## config.mk

```make
export PLATFORM = sky130hd
export DESIGN_NAME = sha1_pad_sched
export DESIGN_NICKNAME = d
export VERILOG_FILES = /design/src/rtl/sha1_pad_sched.sv
export SDC_FILE = /design/constraint.sdc
export NUM_CORES = 1
export LEC_CHECK = 0
export BUFFER_PORTS_ARGS = -buffer_cell sky130_fd_sc_hd__buf_2
export CAP_MARGIN = 20
export CORE_AREA = 4 4 104 131
export CTS_CLUSTER_SIZE = 16
export DETAILED_ROUTE_END_ITERATION = 6
export DIE_AREA = 0 0 108 135
export GPL_TIMING_DRIVEN = 0
export PLACE_DENSITY_LB_ADDON = 0.25
export SETUP_SLACK_MARGIN = 0.15
export SYNTH_ARGS = -nofsm -noshare
export SYNTH_HDL_FRONTEND = slang
export SYNTH_SLANG_ARGS = --single-unit
```

## constraint.sdc

```tcl
create_clock -name clk -period 5.6 [get_ports clk]
set_input_delay 1.12 -clock clk [delete_from_list [all_inputs] [get_ports clk]]
set_output_delay 1.12 -clock clk [all_outputs]
set_load 0.05 [all_outputs]
```

## src/rtl/sha1_pad_sched.sv

```systemverilog
// FIPS 180 padder/sequencer in front of sha_1_core: passes message words straight through,
// then appends marker, zero fill and the 64-bit length in 16-word blocks.
module sha1_pad_sched #(
  parameter int LEN_W = 64
) (
  input  logic        clk,
  input  logic        rst,
  input  logic [31:0] msg_din,
  input  logic        msg_vld,
  input  logic        msg_last,
  input  logic [1:0]  msg_nbytes,
  output logic        msg_rdy,
  output logic [31:0] core_din,
  output logic        core_din_vld,
  output logic        core_use_pre_cv,
  output logic        core_sha_1_end,
  input  logic        core_busy,
  input  logic        core_dout_vld,
  output logic        done,
  output logic        active
);

  typedef enum logic [2:0] {
    S_IDLE, S_DATA, S_MARK, S_ZERO, S_LENHI, S_LENLO, S_BWAIT, S_FIN
  } state_t;

  state_t           r_state, r_ret;
  logic [3:0]       r_wcnt;
  logic             r_blk_first, r_end, r_end_nxt, r_seen_busy, r_done;
  logic [LEN_W-1:0] r_bitlen;

  logic        w_in_data, w_rdy, w_acc, w_pad, w_emit, w_mark_now, w_final_now;
  logic [5:0]  w_bits;
  logic [63:0] w_len64;
  logic [31:0] w_din;
  state_t      w_nxt;

  assign w_in_data   = (r_state == S_IDLE) || (r_state == S_DATA);
  assign w_rdy       = !rst && w_in_data && !core_busy;
  assign w_acc       = w_rdy && msg_vld;
  assign w_pad       = (r_state == S_MARK) || (r_state == S_ZERO) ||
                       (r_state == S_LENHI) || (r_state == S_LENLO);
  assign w_emit      = w_acc || (w_pad && !core_busy && !rst);
  // The marker lands either inside a short last word or as its own MARK word.
  assign w_mark_now  = (w_acc && msg_last && (msg_nbytes != 2'd0)) ||
                       ((r_state == S_MARK) && w_emit);
  assign w_final_now = r_end || (w_mark_now && (r_wcnt <= 4'd13));
  assign w_bits      = (msg_nbytes == 2'd0 || !msg_last) ? 6'd32 : {1'b0, msg_nbytes, 3'b000};
  assign w_len64     = 64'(r_bitlen);

  always_comb begin
    w_din = 32'h0;
    case (r_state)
      S_IDLE, S_DATA: begin
        w_din = msg_din;
        if (msg_last) begin
          case (msg_nbytes)
            2'd1:    w_din = {msg_din[31:24], 8'h80, 16'h0};
            2'd2:    w_din = {msg_din[31:16], 8'h80, 8'h0};
            2'd3:    w_din = {msg_din[31:8], 8'h80};
            default: w_din = msg_din;
          endcase
        end
      end
      S_MARK:  w_din = 32'h8000_0000;
      S_LENHI: w_din = w_len64[63:32];
      S_LENLO: w_din = w_len64[31:0];
      default: w_din = 32'h0;
    endcase
  end

  // State following the word emitted this cycle, ignoring the block boundary.
  always_comb begin
    w_nxt = S_ZERO;
    case (r_state)
      S_IDLE, S_DATA: begin
        if (!msg_last)               w_nxt = S_DATA;
        else if (msg_nbytes == 2'd0) w_nxt = S_MARK;
        else                         w_nxt = (w_final_now && r_wcnt == 4'd13) ? S_LENHI : S_ZERO;
      end
      S_MARK:  w_nxt = (w_final_now && r_wcnt == 4'd13) ? S_LENHI : S_ZERO;
      S_ZERO:  w_nxt = (r_end && r_wcnt == 4'd13) ? S_LENHI : S_ZERO;
      S_LENHI: w_nxt = S_LENLO;
      S_LENLO: w_nxt = S_FIN;
      default: w_nxt = S_ZERO;
    endcase
  end

  always_ff @(posedge clk or posedge rst) begin
    if (rst) begin
      r_state     <= S_IDLE;
      r_ret       <= S_IDLE;
      r_wcnt      <= 4'd0;
      r_blk_first <= 1'b0;
      r_end       <= 1'b0;
      r_end_nxt   <= 1'b0;
      r_seen_busy <= 1'b0;
      r_done      <= 1'b0;
      r_bitlen    <= '0;
    end else begin
      r_done <= 1'b0;
      if (w_emit) begin
        r_wcnt <= r_wcnt + 4'd1;
        if (w_acc) r_bitlen <= r_bitlen + LEN_W'(w_bits);
        if (r_state == S_IDLE) r_blk_first <= 1'b1;
        if (w_mark_now) begin
          if (r_wcnt <= 4'd13) r_end     <= 1'b1;
          else                 r_end_nxt <= 1'b1;
        end
        if (r_wcnt == 4'd15) begin
          // Marker in word 15 makes the following block the final one.
          r_blk_first <= 1'b0;
          r_end       <= r_end_nxt | w_mark_now;
          r_end_nxt   <= 1'b0;
          if (w_nxt == S_FIN) r_state <= S_FIN;
          else begin
            r_state <= S_BWAIT;
            r_ret   <= w_nxt;
          end
        end else begin
          r_state <= w_nxt;
        end
      end else begin
        case (r_state)
          S_BWAIT: begin
            if (core_busy) r_seen_busy <= 1'b1;
            else if (r_seen_busy) begin
              r_seen_busy <= 1'b0;
              r_state     <= r_ret;
            end
          end
          S_FIN: begin
            if (core_dout_vld) begin
              r_done      <= 1'b1;
              r_state     <= S_IDLE;
              r_wcnt      <= 4'd0;
              r_bitlen    <= '0;
              r_end       <= 1'b0;
              r_end_nxt   <= 1'b0;
              r_blk_first <= 1'b0;
            end
          end
          default: ;
        endcase
      end
    end
  end

  assign msg_rdy         = w_rdy;
  assign core_din_vld    = w_emit;
  assign core_din        = w_emit ? w_din : 32'h0;
  assign core_use_pre_cv = !rst && (r_state != S_IDLE) && !r_blk_first;
  assign core_sha_1_end  = !rst && (r_end || (w_mark_now && (r_wcnt <= 4'd13)));
  assign done            = r_done;
  assign active          = !rst && (r_state != S_IDLE);

endmodule
```

## Word-level counts from Yosys, hierarchy flattened

Index checks and enable logic that the tools add are counted.

- $add $sub $neg: 2
- Magnitude comparators: 1
- Equality and inequality tests: 21
- Muxes and demuxes: 41
- Bitwise operators: 3
- Reduce and logical (&&, ||, !) cells: 42

Operators with widths:

| kind | count |
|---|---|
| $mux W64 | 4 |
| $pmux W32 S4 | 1 |
| $pmux W24 S3 | 1 |
| $add A64 B6 Y64 | 1 |
| $mux W32 | 1 |
| $mux W3 | 9 |
| $mux W24 | 1 |
| $mux W1 | 18 |
| $eq A3 B3 Y1 const B | 5 |
| $pmux W3 S5 | 1 |
| $logic_and A1 B1 Y1 | 14 |
| $mux W4 | 3 |
| $ne A3 B3 Y1 const B | 4 |
| $reduce_and A4 Y1 | 3 |
| $ne A3 B1 Y1 const B | 3 |
| $reduce_and A3 Y1 | 3 |
| $eq A4 B4 Y1 const B | 2 |
| $logic_or A1 B1 Y1 | 8 |
| $eq A3 B2 Y1 const B | 2 |
| $mux W6 | 1 |
| $pmux W3 S2 | 1 |
| $reduce_bool A2 Y1 | 3 |
| $reduce_bool A3 Y1 | 2 |
| $add A4 B1 Y4 const B | 1 |
| other kinds (12) | 18 |

- Register bits: 79
- Bits of input ports: 40
- Output and inout port bits: 38
- Logic and storage cells: 119

## Longest topological paths before layout

Gate-level depths: netlist of run 1.

- Depth after elaboration: 20
- Gate-level depth with buffers: 11

## Least setup slack after synthesis of run 1

Ideal clock, no wire load.

- Path kind: input to output
- Start: input port core_busy
- End: output port core_din[23]
- Arrival: 3.491 ns
- Data required time: 4.480 ns
- Path slack: 0.989 ns
- Cell stages on the path: 8
- Buffers on the path: 3
- Cells stage by stage: or2_2 -> or2_2 -> clkbuf_1 -> inv_1 -> buf_2 -> o31ai_1 -> buf_2 -> a21oi_1

- Cells in the longest elaborated chain, start to end: 5

RTL lines:

| what | line | source |
|---|---|---|
| from (decl) | 17 | `input logic core_busy,` |
| $logic_not A1 Y1 * | 39, 43 |  |
| $logic_and A1 B1 Y1 (on tied branches) | 39, 43 |  |
| $logic_and A1 B1 Y1 (on tied branches) | 40, 43 |  |
| $logic_or A1 B1 Y1 * | 43 | `assign w_emit = w_acc \|\| (w_pad && !core_busy && !rst);` |
| via core_din_vld | 14 | `output logic core_din_vld,` |
| $mux W32 * | 151 | `assign core_din = w_emit ? w_din : 32'h0;` |
| to (decl) | 13 | `output logic [31:0] core_din,` |

Mark *: on every way through the listed nets, which the timed path passes. The rest lies on a longest branch.

## Worst setup path after layout of run 1

- Start: input port rst
- End: output port core_din[10]

- Cells in the longest elaborated chain, start to end: 6

RTL lines:

| what | line | source |
|---|---|---|
| from (decl) | 7 | `input logic rst,` |
| $logic_not A1 Y1 * | 39, 43 |  |
| $logic_and A1 B1 Y1 (2 in series) | 39 | `assign w_rdy = !rst && w_in_data && !core_busy;` |
| $logic_and A1 B1 Y1 | 40 | `assign w_acc = w_rdy && msg_vld;` |
| $logic_or A1 B1 Y1 * | 43 |  |
| $mux W32 * | 151 |  |

Mark *: on every way between the ends. The rest lies on a longest branch, timed or not.

==> summary.txt, run 1 <==
status: finished, final reports clean
wirelength, routed: 15.4 mm
Max stage delay on crit path: 0.35 ns
antenna-violating nets left: 0
Worst path slowest cell: or2_2
sequential area share after synthesis: 39.2%
Compound-Gate Fraction of Synth Area: 18.3%
Non-Filler Instances: 827
Static Leak: 2.40 nW
chip height: 135 µm
Mean Syn Cell Area: 8.59 µm²
synthesized area: 4850 µm²
Primary FF master, synth: dfrtp_1
Post-Synth Adder-Cell Area: 2.73%
post-CTS setup repair buffer count: 0
Tightest Pin Transition: 0.933 ns
routability cong.: 0.946
clk_skew: 0.00852 ns
hpwl dp: 11.5 mm
Power Internal: 1.14 mW
Synth top area share: 39.2%
count leader, synth: nor2_1
Max Cap Violations: 0
XOR/XNOR Fraction of Synth Area: 8.12%
area leader, netlist: dfrtp_1
hold buffer count at cts: 0
setup TNS: 0 ns
CP max FO: 10
WL/cell: 18.7 µm
DR pass1 iterations: 7
clock root cell: clkbuf_16
CTS tree: built
Clk pwr share: 33.1%
Worst Setup Start Kind: input port
core area: 12500 µm²
distinct cell type count of the synthesized netlist: 59
crit-path most repeated cell: buf_2
GR Util All Layers: 21.5%
hold crit path type: flip-flop to flip-flop
die area: 14600 µm²
fraction of layout instances using a drive strength above 1: 18.7%
CP Buf/Inv Count: 6
fmax: 210 MHz
top cells by count, synth: nor2_1, dfrtp_1, xnor2_1
Yosys Warn Count: 0
Yosys reg bits: 76
Initial Util: 38.8%
H-Tree Level Count: 3
PostCTS Resize Cnt: 0
initial antenna violation count: 0
width of the die: 108 µm
Max IR drop VDD: 155 µV
combinational power share: 31.6%
largest net degree at the start of global routing: 62
Row Count: 46
Synth Area in Simple Gates: 26.5%
Power Density: 314 nW/µm²
clock sinks: 76
Synth async-reset ratio: 100%
Max transition margin: 37.3%
CP endpoint kind: output pin
required time of the critical path: 4.48 ns
Final Max Slew Viols: 0
vias: 4848
setup violators final: 0
final hold vios: 0
number of remaining DRC errors: 0
worst skew pair latency: 0.34 ns
WS Path Type: input port to output pin
register share of total power: 35.3%
Final Critical Period: 4.77 ns
WP data arrival: 3.65 ns
RSZ-0062 raised after global routing: false
area growth from synthesis to layout: 19.2%
delay-heaviest family, CP: buffers and inverters
Overflow after GRT: 0
vias in the first global route: 4798
NetSw: 0.675 mW
crit path cell chain: buf_2, or2_2, or2_2, clkbuf_1, inv_1, buf_2, o31ai_1, clkbuf_1, nor2_1, buf_2
switch share: 37.2%
clock-pin transition on the worst setup and hold timing paths: 0.06 ns
first-pass GRT wire length: 24.6 mm
First DRT Iteration DRCs: 451
largest family of logic cells by synthesized area: simple AND/OR/NAND/NOR gates
Post-layout nets: 704
Post-synth EDFFs: 0
IO Port Bufs: 77
placed insts: 811
io pins: 78
Ant. Diodes: 0
Cells after Synth: 565
CTS buffer count: 9
final period utilization: 85.2%
syn_nets: 615
clock buffer depth: 2
vias per cell: 5.86
Area contributors post-synth: dfrtp_1, nor2_1, xnor2_1
post-synthesis mux area share: 0.438%
==> logic make-up (layout without fill, tap and decap cells) <==
kind of cell             after synthesis  after routing
AND/OR/NAND/NOR                      257            257
AO/OA/AOI/OAI                        120            120
flip-flops                            76             76
buffers and inverters                 55            149
XOR/XNOR                              45             45
adder cells (fa/ha/maj)               10             10
multiplexers                           2              2
==> area by class of cell <==
class | count | area [µm²]
Clock inverter | 4 | 47.5
Sequential cell | 76 | 1900
Multi-Input combinational cell | 434 | 2720
Fill cell | 1264 | 6710
Timing Repair Buffer | 78 | 413
Tap cell | 168 | 210
Clock buffer | 12 | 256
Inverter | 26 | 100
Buffer | 29 | 130
==> metrics by stage <==
step	total power, mW	worst slack [ns]	hold WS (ns)	instance area [µm²]	utilization, %
after floorplan	1.04	0.989	0.464	4850	-
after global placement	1.20	0.881	0.480	5450	43.6
after detailed placement	1.22	0.877	0.484	5480	43.9
after CTS	1.82	0.864	0.497	5780	46.3
after global routing	1.90	0.715	0.519	5780	46.3
final	1.81	0.829	0.496	5780	46.3
==> power groups by stage <==
stage	registers, mW	logic, mW	clock network [mW]
finish	0.640	0.573	0.600
global route	0.645	0.622	0.631
CTS	0.639	0.571	0.608
detailed placement	0.649	0.567	0
global placement	0.648	0.555	0
floorplan	0.637	0.407	0
==> registers in the layout, indices dropped and copies added (netlist names) <==
register	cells
r_seen_busy	1
r_wcnt	4
r_state	3
r_end_nxt	1
r_end	1
r_ret	3
r_bitlen	61
done	1
r_blk_first	1
==> worst register-to-register path, delay by kind of cell (launching register included) <==
kind | cells | cell delay [ns]
and+or+nand+nor | 4 | 1.48
DFF | 1 | 0.47
buffers and inverters | 2 | 0.45
AOI/OAI and AO/OA | 2 | 0.36
adders and majority gates | 1 | 0.20
==> cell usage in the layout, fill, tap and decap left out, types with 2 or more instances in the layout <==
cell	n
a211o_1	2
a22o_1	4
nor4_2	2
dfrtp_1	76
nand4_1	15
xor2_1	8
or4_1	3
or2_2	3
o22ai_1	2
nor3_1	27
clkbuf_16	9
a21oi_1	24
clkinv_2	2
and3_1	7
o211ai_1	2
inv_1	24
or3_1	10
a31o_2	2
and2_1	4
xnor2_1	37
and4_1	4
a222oi_1	26
nand3_1	19
ha_1	9
clkbuf_1	19
nor2_1	102
a22oi_1	7
o31ai_1	6
o21ai_0	26
clkbuf_8	2
nor2b_1	2
nand2b_1	2
nor4_1	14
a21o_1	4
buf_2	85
nor4_4	2
a31oi_1	3
nand2_1	36
==> metal layers <==
layer  share of wire [%]  vias up  track usage [%]  wire length (µm)
met2                  50      208             37.0              7770
met5                   0        -                0                 0
li1                    -     2240                -                 -
met4                 2.4        0             8.07               372
met3                 6.3       34             3.68               971
met1                  41     2366             26.7              6320
==> path summary, 6_finish.rpt <==
| check | cells after the start | start | end | slack (ns) |
|---|---|---|---|---|
| max | 10 | rst | core_din[10] | 0.83 |
| min | 1 | r_blk_first$_DFFE_PP0P_ | r_blk_first$_DFFE_PP0P_ | 0.50 |
| max reg2reg | 9 | r_state[1]$_DFFE_PP0P_ | r_ret[2]$_DFFE_PP0P_ | 2.55 |
| min reg2reg | 1 | r_blk_first$_DFFE_PP0P_ | r_blk_first$_DFFE_PP0P_ | 0.50 |
| max in group asynchronous | 3 | rst | r_bitlen[19]$_DFFE_PP0P_ | 4.24 |
| min in group asynchronous | 2 | rst | r_end$_DFFE_PP0P_ | 0.77 |
Note: power is estimated with default switching activity, not from simulation.
==> run 2: changes to the inputs <==
--- a/config.mk
+++ b/config.mk
@@ -7,6 +7,8 @@
 export LEC_CHECK = 0
 export BUFFER_PORTS_ARGS = -buffer_cell sky130_fd_sc_hd__buf_2
 export CAP_MARGIN = 20
+export CELL_PAD_IN_SITES_DETAIL_PLACEMENT = 1
+export CELL_PAD_IN_SITES_GLOBAL_PLACEMENT = 1
 export CORE_AREA = 4 4 104 131
 export CTS_CLUSTER_SIZE = 16
 export DETAILED_ROUTE_END_ITERATION = 6
==> summary.txt, run 2 (same netlist as run 1, synthesis figures left out) <==
delay-heaviest family, CP: buffers and inverters
NetSw: 0.691 mW
WL/cell: 21.1 µm
vias per cell: 5.89
GR Util All Layers: 24.6%
CTS buffer count: 9
DR pass1 iterations: 5
Largest register FFs: 61
antenna-violating nets left: 0
Max stage delay on crit path: 0.35 ns
CP endpoint kind: output pin
M1 GR Usage: 29.5%
RSZ-0062 raised after global routing: false
Reg2Reg Launch Point: r_state[1]$_DFFE_PP0P_
Final Critical Period: 4.80 ns
Power Density: 317 nW/µm²
Ant. Diodes: 0
GRT busiest layer: met2
largest net degree at the start of global routing: 43
required time of the critical path: 4.48 ns
core area: 12500 µm²
switch share: 37.8%
met2 GRT Util: 44.2%
WHS: 0.506 ns
Worst path slowest cell: or2_2
first-pass GRT wire length: 27.8 mm
hold crit path type: flip-flop to flip-flop
status: finished, final reports clean
Overflow after GRT: 0
fraction of layout instances using a drive strength above 1: 18.7%
clk_skew: 0.00763 ns
initial antenna violation count: 0
io pins: 78
WS Path Type: input port to output pin
grt met3 use: 4.16%
Row Count: 46
clock root cell: clkbuf_16
H-Tree Level Count: 3
routability cong.: 0.963
PostCTS Resize Cnt: 0
Max Cap Violations: 0
Power Internal: 1.14 mW
WP data arrival: 3.68 ns
Clk pwr share: 32.9%
CP Buf/Inv Count: 6
vias: 4871
Largest regs: r_bitlen x61, r_wcnt x4
vias in the first global route: 5185
setup violators final: 0
Max transition margin: 40.2%
worst skew pair latency: 0.34 ns
final period utilization: 85.7%
most frequent cells in the layout: nor2_1, buf_2, dfrtp_1, xnor2_1, nand2_1
CTS tree: built
Static Leak: 2.39 nW
HP Start: r_blk_first$_DFFE_PP0P_
most common cell after layout, fill and taps aside: nor2_1
Max IR drop VDD: 170 µV
Initial Util: 38.8%
wirelength, routed: 17.4 mm
CP max FO: 10
final hold vios: 0
clock buffer depth: 2
crit-path most repeated cell: buf_2
setup TNS: 0 ns
die area: 14600 µm²
Biggest register: r_bitlen
Post-layout nets: 704
width of the die: 108 µm
post-CTS setup repair buffer count: 0
area growth from synthesis to layout: 19.0%
First DRT Iteration DRCs: 427
register share of total power: 35.1%
Final Max Slew Viols: 0
hpwl dp: 13.2 mm
Setup crit start: rst
Tightest Pin Transition: 0.889 ns
number of remaining DRC errors: 0
crit path cell chain: buf_2, or2_2, or2_2, clkbuf_1, inv_1, buf_2, o31ai_1, clkbuf_1, nor2_1, buf_2
clock-pin transition on the worst setup and hold timing paths: 0.06 ns
hold buffer count at cts: 0
clock sinks: 76
fmax: 208 MHz
chip height: 135 µm
IO Port Bufs: 77
Worst Setup Start Kind: input port
combinational power share: 32.0%
[run 2: cell counts in the layout (fill, tap and decap cells not counted)]
Identical to the previous run, type by type.
[run 2: layer usage]
metal	wire length, µm	up-vias
li1	-	2238
met1	7010	2443
met2	9170	160
met3	907	30
met4	363	0
met5	0	-
[run 2: worst paths after layout]
path                       slack [ns]                       end  cells after the start
max                              0.80              core_din[12]                     10
min                              0.51   r_blk_first$_DFFE_PP0P_                      1
max reg2reg                      2.39      r_ret[2]$_DFFE_PP0P_                      9
min reg2reg                      0.51   r_blk_first$_DFFE_PP0P_                      1
max in group asynchronous        4.13  r_bitlen[47]$_DFFE_PP0P_                      3
min in group asynchronous        0.87  r_bitlen[11]$_DFFE_PP0P_                      2
[run 2: worst register-to-register path: cells and delay by family, from the launching register on]
family	cells	cell delay [ns]
simple gates	4	1.58
buf+inv	2	0.45
fa+ha+maj	1	0.21
flops	1	0.47
compound gates	2	0.40
[run 2: area by class of cell]
| cell class | count | area (µm²) |
|---|---|---|
| buffer | 29 | 130 |
| timing repair buffer | 78 | 405 |
| inverter | 26 | 100 |
| fill | 1549 | 6720 |
| clock buffer | 12 | 256 |
| clock inverter | 4 | 47.5 |
| multi-input combinational | 434 | 2720 |
| tap | 168 | 210 |
| sequential | 76 | 1900 |
[run 2: power by group through the flow]
stage	logic (mW)	registers [mW]	clock network (mW)
floorplan	0.407	0.637	0
global placement	0.553	0.647	0
detailed placement	0.580	0.650	0
CTS	0.583	0.640	0.615
global route	0.636	0.647	0.634
finish	0.586	0.641	0.602
[run 2: through the flow]
step | util, % | power, mW | cell area [µm²] | instances | setup WS, ns
floorplan | - | 1.04 | 4850 | 565 | 0.989
global placement | 43.6 | 1.20 | 5450 | 810 | 0.911
detailed placement | 43.8 | 1.23 | 5470 | 811 | 0.826
CTS | 46.2 | 1.84 | 5770 | 827 | 0.813
global route | 46.2 | 1.92 | 5770 | 827 | 0.660
finish | 46.2 | 1.83 | 5770 | 827 | 0.800
==> run 3: changes to the inputs <==
--- a/config.mk
+++ b/config.mk
@@ -5,7 +5,7 @@
 export SDC_FILE = /design/constraint.sdc
 export NUM_CORES = 1
 export LEC_CHECK = 0
-export BUFFER_PORTS_ARGS = -buffer_cell sky130_fd_sc_hd__buf_2
+export BUFFER_PORTS_ARGS = -buffer_cell sky130_fd_sc_hd__clkbuf_2
 export CAP_MARGIN = 20
 export CELL_PAD_IN_SITES_DETAIL_PLACEMENT = 1
 export CELL_PAD_IN_SITES_GLOBAL_PLACEMENT = 1
==> constraint.sdc (replaced) <==
create_clock -name clk -period 6.05 [get_ports clk]
set_input_delay 1.21 -clock clk [delete_from_list [all_inputs] [get_ports clk]]
set_output_delay 1.21 -clock clk [all_outputs]
set_load 0.05 [all_outputs]
==> summary.txt, run 3 (same netlist as run 1, synthesis figures left out) <==
area growth from synthesis to layout: 19.6%
clock sinks: 76
Initial Util: 38.8%
WP data arrival: 3.78 ns
vias in the first global route: 5328
vias per cell: 5.90
PostCTS Resize Cnt: 0
Static Leak: 2.38 nW
CP endpoint kind: output pin
die area: 14600 µm²
Worst Setup Start Kind: input port
WL/cell: 21.0 µm
FF-to-FF setup slack: 2.98 ns
setup violators final: 0
wirelength, routed: 17.4 mm
Power, Total: 1.73 mW
hpwl dp: 13.2 mm
initial antenna violation count: 0
Final Max Slew Viols: 0
Post-layout nets: 704
core area: 12500 µm²
chip height: 135 µm
post-CTS setup repair buffer count: 0
most common cell after layout, fill and taps aside: nor2_1
worst skew pair latency: 0.34 ns
Tightest Pin Transition: 0.799 ns
H-Tree Level Count: 3
status: finished, final reports clean
Biggest register: r_bitlen
setup TNS: 0 ns
WS Path Type: input port to output pin
required time of the critical path: 4.84 ns
Max IR drop VDD: 124 µV
Reg2Reg Launch Point: r_state[1]$_DFFE_PP0P_
clock buffer depth: 2
DR pass1 iterations: 5
largest net degree at the start of global routing: 55
cells on worst reg2reg path: 10
number of remaining DRC errors: 0
fraction of layout instances using a drive strength above 1: 18.7%
post-layout util: 46.5%
CTS tree: built
width of the die: 108 µm
reg2reg end: r_bitlen[30]$_DFFE_PP0P_
Final Critical Period: 4.99 ns
First DRT Iteration DRCs: 338
hold-critical path depth: 1
vias: 4876
HP Start: r_end_nxt$_DFFE_PP0P_
clk_skew: 0.00714 ns
clock root cell: clkbuf_16
hold buffer count at cts: 0
GR Util All Layers: 24.9%
clock-pin transition on the worst setup and hold timing paths: 0.06 ns
WHS Endpoint: r_end_nxt$_DFFE_PP0P_
final hold vios: 0
most frequent cells in the layout: nor2_1, clkbuf_2, dfrtp_1, xnor2_1, nand2_1
io pins: 78
CTS buffer count: 9
RSZ-0062 raised after global routing: false
Largest regs: r_bitlen x61, r_wcnt x4
first-pass GRT wire length: 28.2 mm
antenna-violating nets left: 0
IO Port Bufs: 77
routability cong.: 0.965
Overflow after GRT: 0
CP max FO: 10
Ant. Diodes: 0
final period utilization: 82.5%
fmax: 200 MHz
Largest register FFs: 61
Row Count: 46
hold crit path type: flip-flop to flip-flop
Max transition margin: 46.3%
Max Cap Violations: 0
Power Density: 297 nW/µm²
==> run 3: how the worst max path moves through the flow <==
stage	startpoint	endpoint	slack, ns	cells past startpoint
detailed placement	rst	core_din[12]	1.10	10
floorplan	core_busy	core_din[23]	1.26	8
global route	rst	core_din[12]	0.92	10
CTS	rst	core_din[12]	1.10	10
global placement	core_busy	core_din[12]	1.14	10
finish	rst	core_din[12]	1.06	10
==> run 3: area by class of cell <==
| class | count | area (µm²) |
|---|---|---|
| clock buffers | 11 | 253 |
| repair buffers | 78 | 413 |
| clock inverters | 4 | 72.6 |
| inverters | 26 | 100 |
| plain buffers | 29 | 130 |
| multi-input cells | 434 | 2720 |
| fillers | 1546 | 6690 |
| flip-flops and latches | 76 | 1900 |
| well taps | 168 | 210 |
==> run 3: stage by stage <==
step | setup slack (ns) | hold slack [ns] | cell area, µm² | std cells
after floorplan | 1.26 | 0.464 | 4850 | 565
after global placement | 1.14 | 0.480 | 5450 | 810
after detailed placement | 1.10 | 0.495 | 5480 | 811
after CTS | 1.10 | 0.511 | 5800 | 826
after global routing | 0.917 | 0.536 | 5800 | 826
final | 1.06 | 0.508 | 5800 | 826
==> run 3: per-layer routing <==
layer | part of all wire, % | up-vias | track usage [%] | wire (µm)
met4 | 2.9 | 0 | 9.82 | 510
met1 | 41 | 2453 | 29.5 | 7080
met2 | 51 | 151 | 44.1 | 8880
met3 | 5.2 | 36 | 4.78 | 900
li1 | - | 2236 | - | -
met5 | 0 | - | 0 | 0
==> run 3: worst max-delay path, stage by stage <==
cell and delay (ns):
clkbuf_2 0.16, or2_2 0.36, or2_2 0.31, clkbuf_1 0.22, inv_1 0.14, buf_2 0.25
o31ai_1 0.23, clkbuf_1 0.33, nor2_1 0.26, clkbuf_2 0.32
==> run 3: power breakdown <==
| part | switching, mW | total (mW) | internal (mW) |
|---|---|---|---|
| combinational | 0.373 | 0.540 | 0.167 |
| sequential | 0.0472 | 0.593 | 0.546 |
| clock | 0.213 | 0.593 | 0.381 |
| total | 0.633 | 1.73 | 1.09 |
